[src/rtl/instruction_fetch_pkg.sv]
// -----------------------------------------------------------------------------
// instruction_fetch_pkg
// Shared memory / instruction definitions. Program memory and the fetch unit
// both import this package, so the address/data widths and the opcode layout
// stay consistent between them.
//   IF_ADDRESS_BITS : program address width
//   IF_DATA_BITS    : instruction word width
//   IF_OPCODE_BITS  : opcode field width (instruction MSBs)
//   IF_OPCODE_HLT   : opcode value of the halt instruction
// -----------------------------------------------------------------------------
package instruction_fetch_pkg;

   localparam int IF_ADDRESS_BITS = 11;
   localparam int IF_DATA_BITS    = 16;
   localparam int IF_OPCODE_BITS  = 5;

   // HLT is the all-zeros opcode; operand bits are don't-care.
   localparam logic [IF_OPCODE_BITS-1:0] IF_OPCODE_HLT = '0;

endpackage

[src/rtl/instruction_fetch.sv]
// -----------------------------------------------------------------------------
// instruction_fetch
// Sequential fetch unit: presents the PC to a synchronous program memory,
// captures the returned word and offers it downstream with a valid/ready
// handshake. One instruction per three cycles when downstream never stalls.
// Retiring a HLT instruction parks the unit until reset.
//
// Ports
//   clk             : clock, rising edge
//   rst             : asynchronous active-low reset
//   i_enable        : run enable
//   i_step          : single-step pulse (only with IF_SINGLE_STEP_EN)
//   o_mem_address   : program memory address (always the registered PC)
//   i_mem_data      : program memory data, valid one clock after the address
//   o_instr         : fetched instruction
//   o_valid         : o_instr valid
//   i_ready         : downstream accepts o_instr
//   i_branch        : override next PC on acceptance
//   i_branch_target : next PC when i_branch is set
//   o_pc            : address of o_instr
//   o_halted        : HLT retired
//   o_dbg_state     : current FSM state (debug visibility)
//
// Configuration
//   IF_SINGLE_STEP_EN : when defined, adds i_step; leaving IDLE needs
//                       i_enable and i_step together, and every retired
//                       non-HLT instruction returns to IDLE.
// -----------------------------------------------------------------------------
module instruction_fetch
   import instruction_fetch_pkg::*;
#(
   parameter int ADDRESS_BITS = IF_ADDRESS_BITS,
   parameter int DATA_BITS    = IF_DATA_BITS,
   parameter int OPCODE_BITS  = IF_OPCODE_BITS
) (
   input  logic                    clk,
   input  logic                    rst,
   input  logic                    i_enable,
`ifdef IF_SINGLE_STEP_EN
   input  logic                    i_step,
`endif
   output logic [ADDRESS_BITS-1:0] o_mem_address,
   input  logic [DATA_BITS-1:0]    i_mem_data,
   output logic [DATA_BITS-1:0]    o_instr,
   output logic                    o_valid,
   input  logic                    i_ready,
   input  logic                    i_branch,
   input  logic [ADDRESS_BITS-1:0] i_branch_target,
   output logic [ADDRESS_BITS-1:0] o_pc,
   output logic                    o_halted,
   output logic [2:0]              o_dbg_state
);

   // State encoding is private to this unit.
   typedef enum logic [2:0] {
      ST_IDLE    = 3'd0,
      ST_FETCH   = 3'd1,
      ST_CAPTURE = 3'd2,
      ST_ISSUE   = 3'd3,
      ST_HALTED  = 3'd4
   } state_t;

   state_t                  state_q,    state_d;
   logic [ADDRESS_BITS-1:0] pc_q,       pc_d;
   logic [ADDRESS_BITS-1:0] issue_pc_q, issue_pc_d;
   logic [DATA_BITS-1:0]    instr_q,    instr_d;
   logic                    valid_q,    valid_d;
   logic                    halted_q,   halted_d;

   logic                    accept;
   logic                    is_hlt;
   logic                    start_run;
   logic                    resume_run;
   logic [OPCODE_BITS-1:0]  opcode;
   logic [ADDRESS_BITS-1:0] pc_inc;

   // Handshake: o_valid rises when a word is captured and then o_instr/o_pc
   // hold steady until a cycle where o_valid && i_ready; that cycle is the
   // transfer. Branch inputs only matter in the transfer cycle.
   assign accept = (state_q == ST_ISSUE) && valid_q && i_ready;

   assign opcode = instr_q[DATA_BITS-1 -: OPCODE_BITS];
   assign is_hlt = (opcode == OPCODE_BITS'(IF_OPCODE_HLT));

   // Natural overflow of the ADDRESS_BITS-wide add wraps the top address to 0.
   assign pc_inc = pc_q + ADDRESS_BITS'(1);

`ifdef IF_SINGLE_STEP_EN
   assign start_run  = i_enable & i_step;
   assign resume_run = 1'b0;
`else
   assign start_run  = i_enable;
   assign resume_run = i_enable;
`endif

   always_comb begin
      state_d    = state_q;
      pc_d       = pc_q;
      issue_pc_d = issue_pc_q;
      instr_d    = instr_q;
      valid_d    = valid_q;
      halted_d   = halted_q;
      case (state_q)
         ST_IDLE: begin
            if (start_run) state_d = ST_FETCH;
         end
         ST_FETCH: begin
            // Memory is registering the word for pc_q during this cycle.
            state_d = ST_CAPTURE;
         end
         ST_CAPTURE: begin
            instr_d    = i_mem_data;
            issue_pc_d = pc_q;
            valid_d    = 1'b1;
            state_d    = ST_ISSUE;
         end
         ST_ISSUE: begin
            if (accept) begin
               valid_d = 1'b0;
               if (is_hlt) begin
                  // PC is frozen at the HLT address.
                  halted_d = 1'b1;
                  state_d  = ST_HALTED;
               end else begin
                  pc_d    = i_branch ? i_branch_target : pc_inc;
                  state_d = resume_run ? ST_FETCH : ST_IDLE;
               end
            end
         end
         ST_HALTED: begin
            state_d = ST_HALTED;
         end
         default: begin
            state_d = ST_IDLE;
         end
      endcase
   end

   always_ff @(posedge clk or negedge rst) begin
      if (!rst) begin
         state_q    <= ST_IDLE;
         pc_q       <= '0;
         issue_pc_q <= '0;
         instr_q    <= '0;
         valid_q    <= 1'b0;
         halted_q   <= 1'b0;
      end else begin
         state_q    <= state_d;
         pc_q       <= pc_d;
         issue_pc_q <= issue_pc_d;
         instr_q    <= instr_d;
         valid_q    <= valid_d;
         halted_q   <= halted_d;
      end
   end

   assign o_mem_address = pc_q;
   assign o_instr       = instr_q;
   assign o_pc          = issue_pc_q;
   assign o_valid       = valid_q;
   assign o_halted      = halted_q;
   assign o_dbg_state   = state_q;

endmodule

[config.mk]
export PLATFORM = sky130hd
export DESIGN_NAME = instruction_fetch
export DESIGN_NICKNAME = d
export VERILOG_FILES = /design/src/rtl/instruction_fetch_pkg.sv /design/src/rtl/instruction_fetch.sv
export SDC_FILE = /design/constraint.sdc
export NUM_CORES = 1
export LEC_CHECK = 0
export CAP_MARGIN = 20
export CELL_PAD_IN_SITES_DETAIL_PLACEMENT = 1
export CELL_PAD_IN_SITES_GLOBAL_PLACEMENT = 2
export CORE_ASPECT_RATIO = 2
export CORE_MARGIN = 5
export CORE_UTILIZATION = 29
export CTS_CLUSTER_SIZE = 24
export DETAILED_ROUTE_END_ITERATION = 10
export PLACE_DENSITY_LB_ADDON = 0.1
export SLEW_MARGIN = 40
export SYNTH_ARGS = -nofsm -noshare
export SYNTH_HDL_FRONTEND = slang
export SYNTH_SLANG_ARGS = --single-unit
export TNS_END_PERCENT = 30
[constraint.sdc]
create_clock -name clk -period 2.4 [get_ports clk]
set_input_delay 0.72 -clock clk [delete_from_list [all_inputs] [get_ports clk]]
set_output_delay 0.72 -clock clk [all_outputs]
set_load 0.03 [all_outputs]
### Yosys cells after proc, flatten, opt, wreduce, memory -nomap -nowiden

Index checks and enable logic that the tools add are counted.

* shifts and indexed selects: 0
* div/mod/pow operators: 0
* order comparisons: 0
* eq/ne operators: 6
* $mul: 0
* add/subtract/negate cells: 1
* reductions and logical operators: 9
* multiplexer cells: 8
* bitwise logic cells: 1

Operator list (number)
* $pmux 3 s5: 1
* $add 11x1->11 const B: 1
* $mux 11: 1
* $mux 3: 3
* $eq 3x2->1 const B: 2
* $reduce_and 3->1: 2
* $logic_not 5->1: 1
* $ne 2x2->1 const B: 2
* $reduce_and 2->1: 2
* $eq 3x1->1 const B: 1
* $eq 3x3->1 const B: 1
* $logic_not 3->1: 1
* $logic_and 1x1->1: 2
* $mux 1: 2
* $pmux 1 s2: 1
* $reduce_bool 2->1: 1
* $not 1->1: 1

* input port bits: 32
* output and inout bits: 43
* latch bits: 0
* memory bits (writable): 0
* logic and storage cells: 31
* bits in read-only memories: 0
* register bits after elaboration: 43
* memories kept: 0

### Longest topological paths before layout

* word-level depth: 5
* mapped depth: 5
* gate-level depth less buffers: 5

### Least setup slack after synthesis

No wires, ideal clock.

* path type: register to register
* start point: register instr_q[11] (netlist: o_instr[11])
* end point: register pc_q[4] (netlist: o_mem_address[4])
* arrival: 1.658 ns
* stages on the path, launching flop included: 5
* buffers on the path: 1
* data required time: 2.279 ns
* setup time: 0.121 ns
* path slack: 0.621 ns
* clock period less this slack: 1.779 ns
* path through: dfrtp_1 or4_4 o211a_4 buf_6 a22o_2

* word-level cells in the longest chain between the ends: 3

Ends and longest elaborated chain
* start: declaration: line instruction_fetch.sv:66 `logic [DATA_BITS-1:0] instr_q, instr_d;`
* start signal: assignment: line instruction_fetch.sv:151 `instr_q <= instr_d;`
* $logic_not 5->1: line instruction_fetch.sv:83 `assign is_hlt = (opcode == OPCODE_BITS'(IF_OPCODE_HLT));`
* $not 1->1 (no source line)
* $reduce_and 3->1 (no source line)
* end signal: assignment: line instruction_fetch.sv:149 `pc_q <= pc_d;`
* end: declaration: line instruction_fetch.sv:64 `logic [ADDRESS_BITS-1:0] pc_q, pc_d;`

Every way passes these cells.
A chain may end at the register's enable or synchronous reset.

### Final worst setup path

* start point: register state_q[2] (netlist: o_dbg_state[2])
* end point: output port o_dbg_state[2]

RTL lines
* start: declaration: line instruction_fetch.sv:63 `state_t state_q, state_d;`
* start signal: assignment: line instruction_fetch.sv:148 `state_q <= state_d;`
* end: declaration: line instruction_fetch.sv:51 `output logic [2:0] o_dbg_state`

No word-level cell between the ends.

==> summary.md <==
| Metric | Value |
|---|---|
| PortBufs | between 70 and 80 |
| Worst Hold Class | in -> async |
| Reg2reg setup slack | roughly 730 ps |
| Status | finished, final reports clean |
| CP max-delay cell | clkdlybuf4s50_1 |
| Least-Margin Pin Slew | 364 ps |
| Die area | around 0.0084 mm2 |
| Number of routed nets with antenna violations | 0 |
| Total Routing Usage GR | between 10% and 20% |
| Max FO, Critical Path | 6 |
| Yosys warning count | 0 |
| Reg2Reg Capture Point | o_mem_address[4] |
| Slew margin rel. | 75.6% |
| Clock root cell | clkbuf_16 |
| Ys flop type | dfrtp_1 |
| Worst endpoint required time | 1680 ps |
| Max_cap viols | 0 |
| Final min period | between 2000 and 2500 ps |
| Worst Reg-to-Reg Cells | 3 |
| Mapped Nets | between 150 and 200 |
| Worst-path cell chain | clkdlybuf4s50_1 |
| Syn avg cell area | ~12 um2 |
| FFs w/ async S/R, synth | 100% |
| Total grt overflow | 0 |
| Final Setup Violations | 0 |
| PostCTS Resize Cnt | 0 |
| Starting Density | ~30% |
| I/O Pins | 75 |
| Logic pwr share | roughly half |
| Hold Fails Final Rpt | 0 |
| Largest net degree at the start of global routing | 24 |
| Layout cells sized above 1 | a little under a quarter |
| Mapped Cells | approximately 160 |
| Area Overhead vs Synth | 54.6% |
| Leak | ~0.0012 uW |
| Maximum VDD drop | 672 uV |
| PwrDens | ~1500 mW/mm2 |
| Internal power | 2640 uW |
| CTS tree | done |
| Yosys reg bits | 43 |
| Initial drt markers | 54 |
| Cts bufs inserted | 5 |
| Routed WL | between 5000 and 6000 um |
| DP HPWL | 3960 um |
| Clock power share | between 15 and 20% |
| Yosys cell types | 32 |
| TNS Setup | 0 ps |
| CP Buf/Inv Count | 1 |
| First-pass GRT wire length | 8380 um |
| Setup CP Type | reg -> out |
| CP top delay family | buffers and inverters |
| Core area | ~0.0065 mm2 |
| Vias in the first global route | 1717 |
| Startpoint type of the worst setup path | register |
| Max Freq | between 0.4 and 0.5 GHz |
| Switching portion of total power | 39.6% |
| H-tree depth | 2 |
| Via count | 1539 |
| Post-Route Skew | roughly 3.3 ps |
| Final core occ | 45.4% |
| Met3 usage | roughly 4.2% |
| Vias/cell | 4.71 |
| Net Switching | roughly 1700 uW |
| EDFF count, synth | 0 |
| GRT busiest layer | met2 |
| Layout Nets | 271 |
| Clk buf depth | 2 |
| Crit share post-route | 90.5% |
| Element type at the critical path end | primary output |
| Pins Over Slew Limit | 0 |
| Die Width | ~67 um |
| Reg power frac | between 30% and 40% |
| Hold-fix buffers at CTS | 0 |
| Met2 Track Usage GR | between 20 and 25% |
| GPL Wtd Cong | approximately 0.75 |
| Largest stage delay on the critical path | between 700 and 800 ps |
| Reg2reg start | o_instr[11] |
| DRC violations left | 0 |
| Std-Cell Rows | 42 |
| Antenna fix cells | 0 |
| Initial antenna violation count | 0 |
| Post-Syn Area | about 0.0019 mm2 |
| Met1 Use GR | around 15% |
| RSZ-0062 raised after global routing | false |
| Pre-antenna DRT Iters | 3 |
| Seq/Total Area, Yosys | roughly 56% |
| Worst Path Arrival | between 1000 and 1500 ps |
| Die Span Y | ~120 um |
| Wire per inst | approximately 16 um |
| Num Clock Sinks | 43 |
| Post-CTS setup buffer count | 0 |
| CTS clk-pin slew, worst paths | ~60 ps |
| Clk_lat worst skew | about 280 ps |
## worst max path at each step
| stage | cells past startpoint | startpoint | slack [ps] | endpoint |
|---|---|---|---|---|
| final | 1 | o_dbg_state[2] | 230 | o_dbg_state[2] |
| after global routing | 1 | o_mem_address[8] | 180 | o_mem_address[8] |
| after CTS | 1 | o_dbg_state[2] | 220 | o_dbg_state[2] |
| after detailed placement | 5 | i_ready | 160 | o_mem_address[3] |
| after global placement | 5 | i_ready | 170 | o_mem_address[3] |
| after floorplan | 4 | o_instr[11] | 620 | o_mem_address[4] |
## flip-flops by register name, indices dropped and copies added, names as in the netlist
name,count
o_halted,1
o_dbg_state,3
o_valid,1
o_pc,11
o_mem_address,11
o_instr,16
## area by class of cell
type,count,area [um2]
clock buffer,6,139
sequential,43,1080
timing repair buffer,83,803
fill,752,3560
tap,88,110
multi-input combinational,101,777
inverter,4,15.0
clock inverter,2,35.0
## placed cells by master, fill, tap and decap left out, types with 5 or more instances in the layout
| cell | Yosys | routed |
|---|---|---|
| a21oi_1 | 8 | 8 |
| dfrtp_1 | 43 | 43 |
| buf_4 | 0 | 9 |
| clkdlybuf4s50_1 | 0 | 73 |
| a22o_1 | 5 | 5 |
| nand2_1 | 12 | 12 |
| nor2_1 | 7 | 7 |
| o21ai_0 | 6 | 6 |
| mux2_2 | 27 | 27 |
| clkbuf_16 | 0 | 5 |
## through the flow
stage	area (um2)	setup WS, ps	hold WS [ps]	instances	power, uW
floorplan	1910	621	424	156	2640
global placement	2780	166	457	319	3590
detailed placement	2780	157	461	319	3630
CTS	2960	220	356	327	4450
global route	2960	176	379	327	4620
finish	2960	228	348	327	4370
## power by group through the flow
stage | clock network (uW) | logic [uW] | registers [uW]
global route | 842 | 2380 | 1400
detailed placement | 0 | 2280 | 1360
CTS | 810 | 2290 | 1350
finish | 782 | 2250 | 1340
floorplan | 0 | 631 | 2000
global placement | 0 | 2250 | 1340
## cells in the mapped netlist, types with 3 or more instances
master	instances	area (um2)
clkbuf_1	3	11.3
a31o_2	3	26.3
a22o_2	3	30.0
and3_1	3	18.8
nand2_1	12	45.0
nor2_1	7	26.3
mux2_2	27	304
a21oi_1	8	40.0
dfrtp_1	43	1080
buf_2	3	15.0
nor3_1	3	15.0
a22o_1	5	43.8
o21ai_0	6	30.0
nand3_1	4	20.0
inv_1	4	15.0
## metal layers
metal / routed length, um / part of all wire [%]
met1: 2110 / 41
met2: 2610 / 51
met3: 308 / 6.0
met4: 95 / 1.9
met5: 0 / 0
## cell families (layout without fill, tap and decap cells)
| family | count (synthesis) | after routing | share of synthesized area [%] |
|---|---|---|---|
| multiplexers | 29 | 29 | 17.0 |
| buffers and inverters | 12 | 95 | 3.34 |
| flip-flops | 43 | 43 | 56.3 |
| adder cells (fa/ha/maj) | 1 | 1 | 0.654 |
| AND/OR/NAND/NOR | 38 | 38 | 10.0 |
| AO/OA/AOI/OAI | 33 | 33 | 12.8 |
Power figures use the tool's default switching activity.
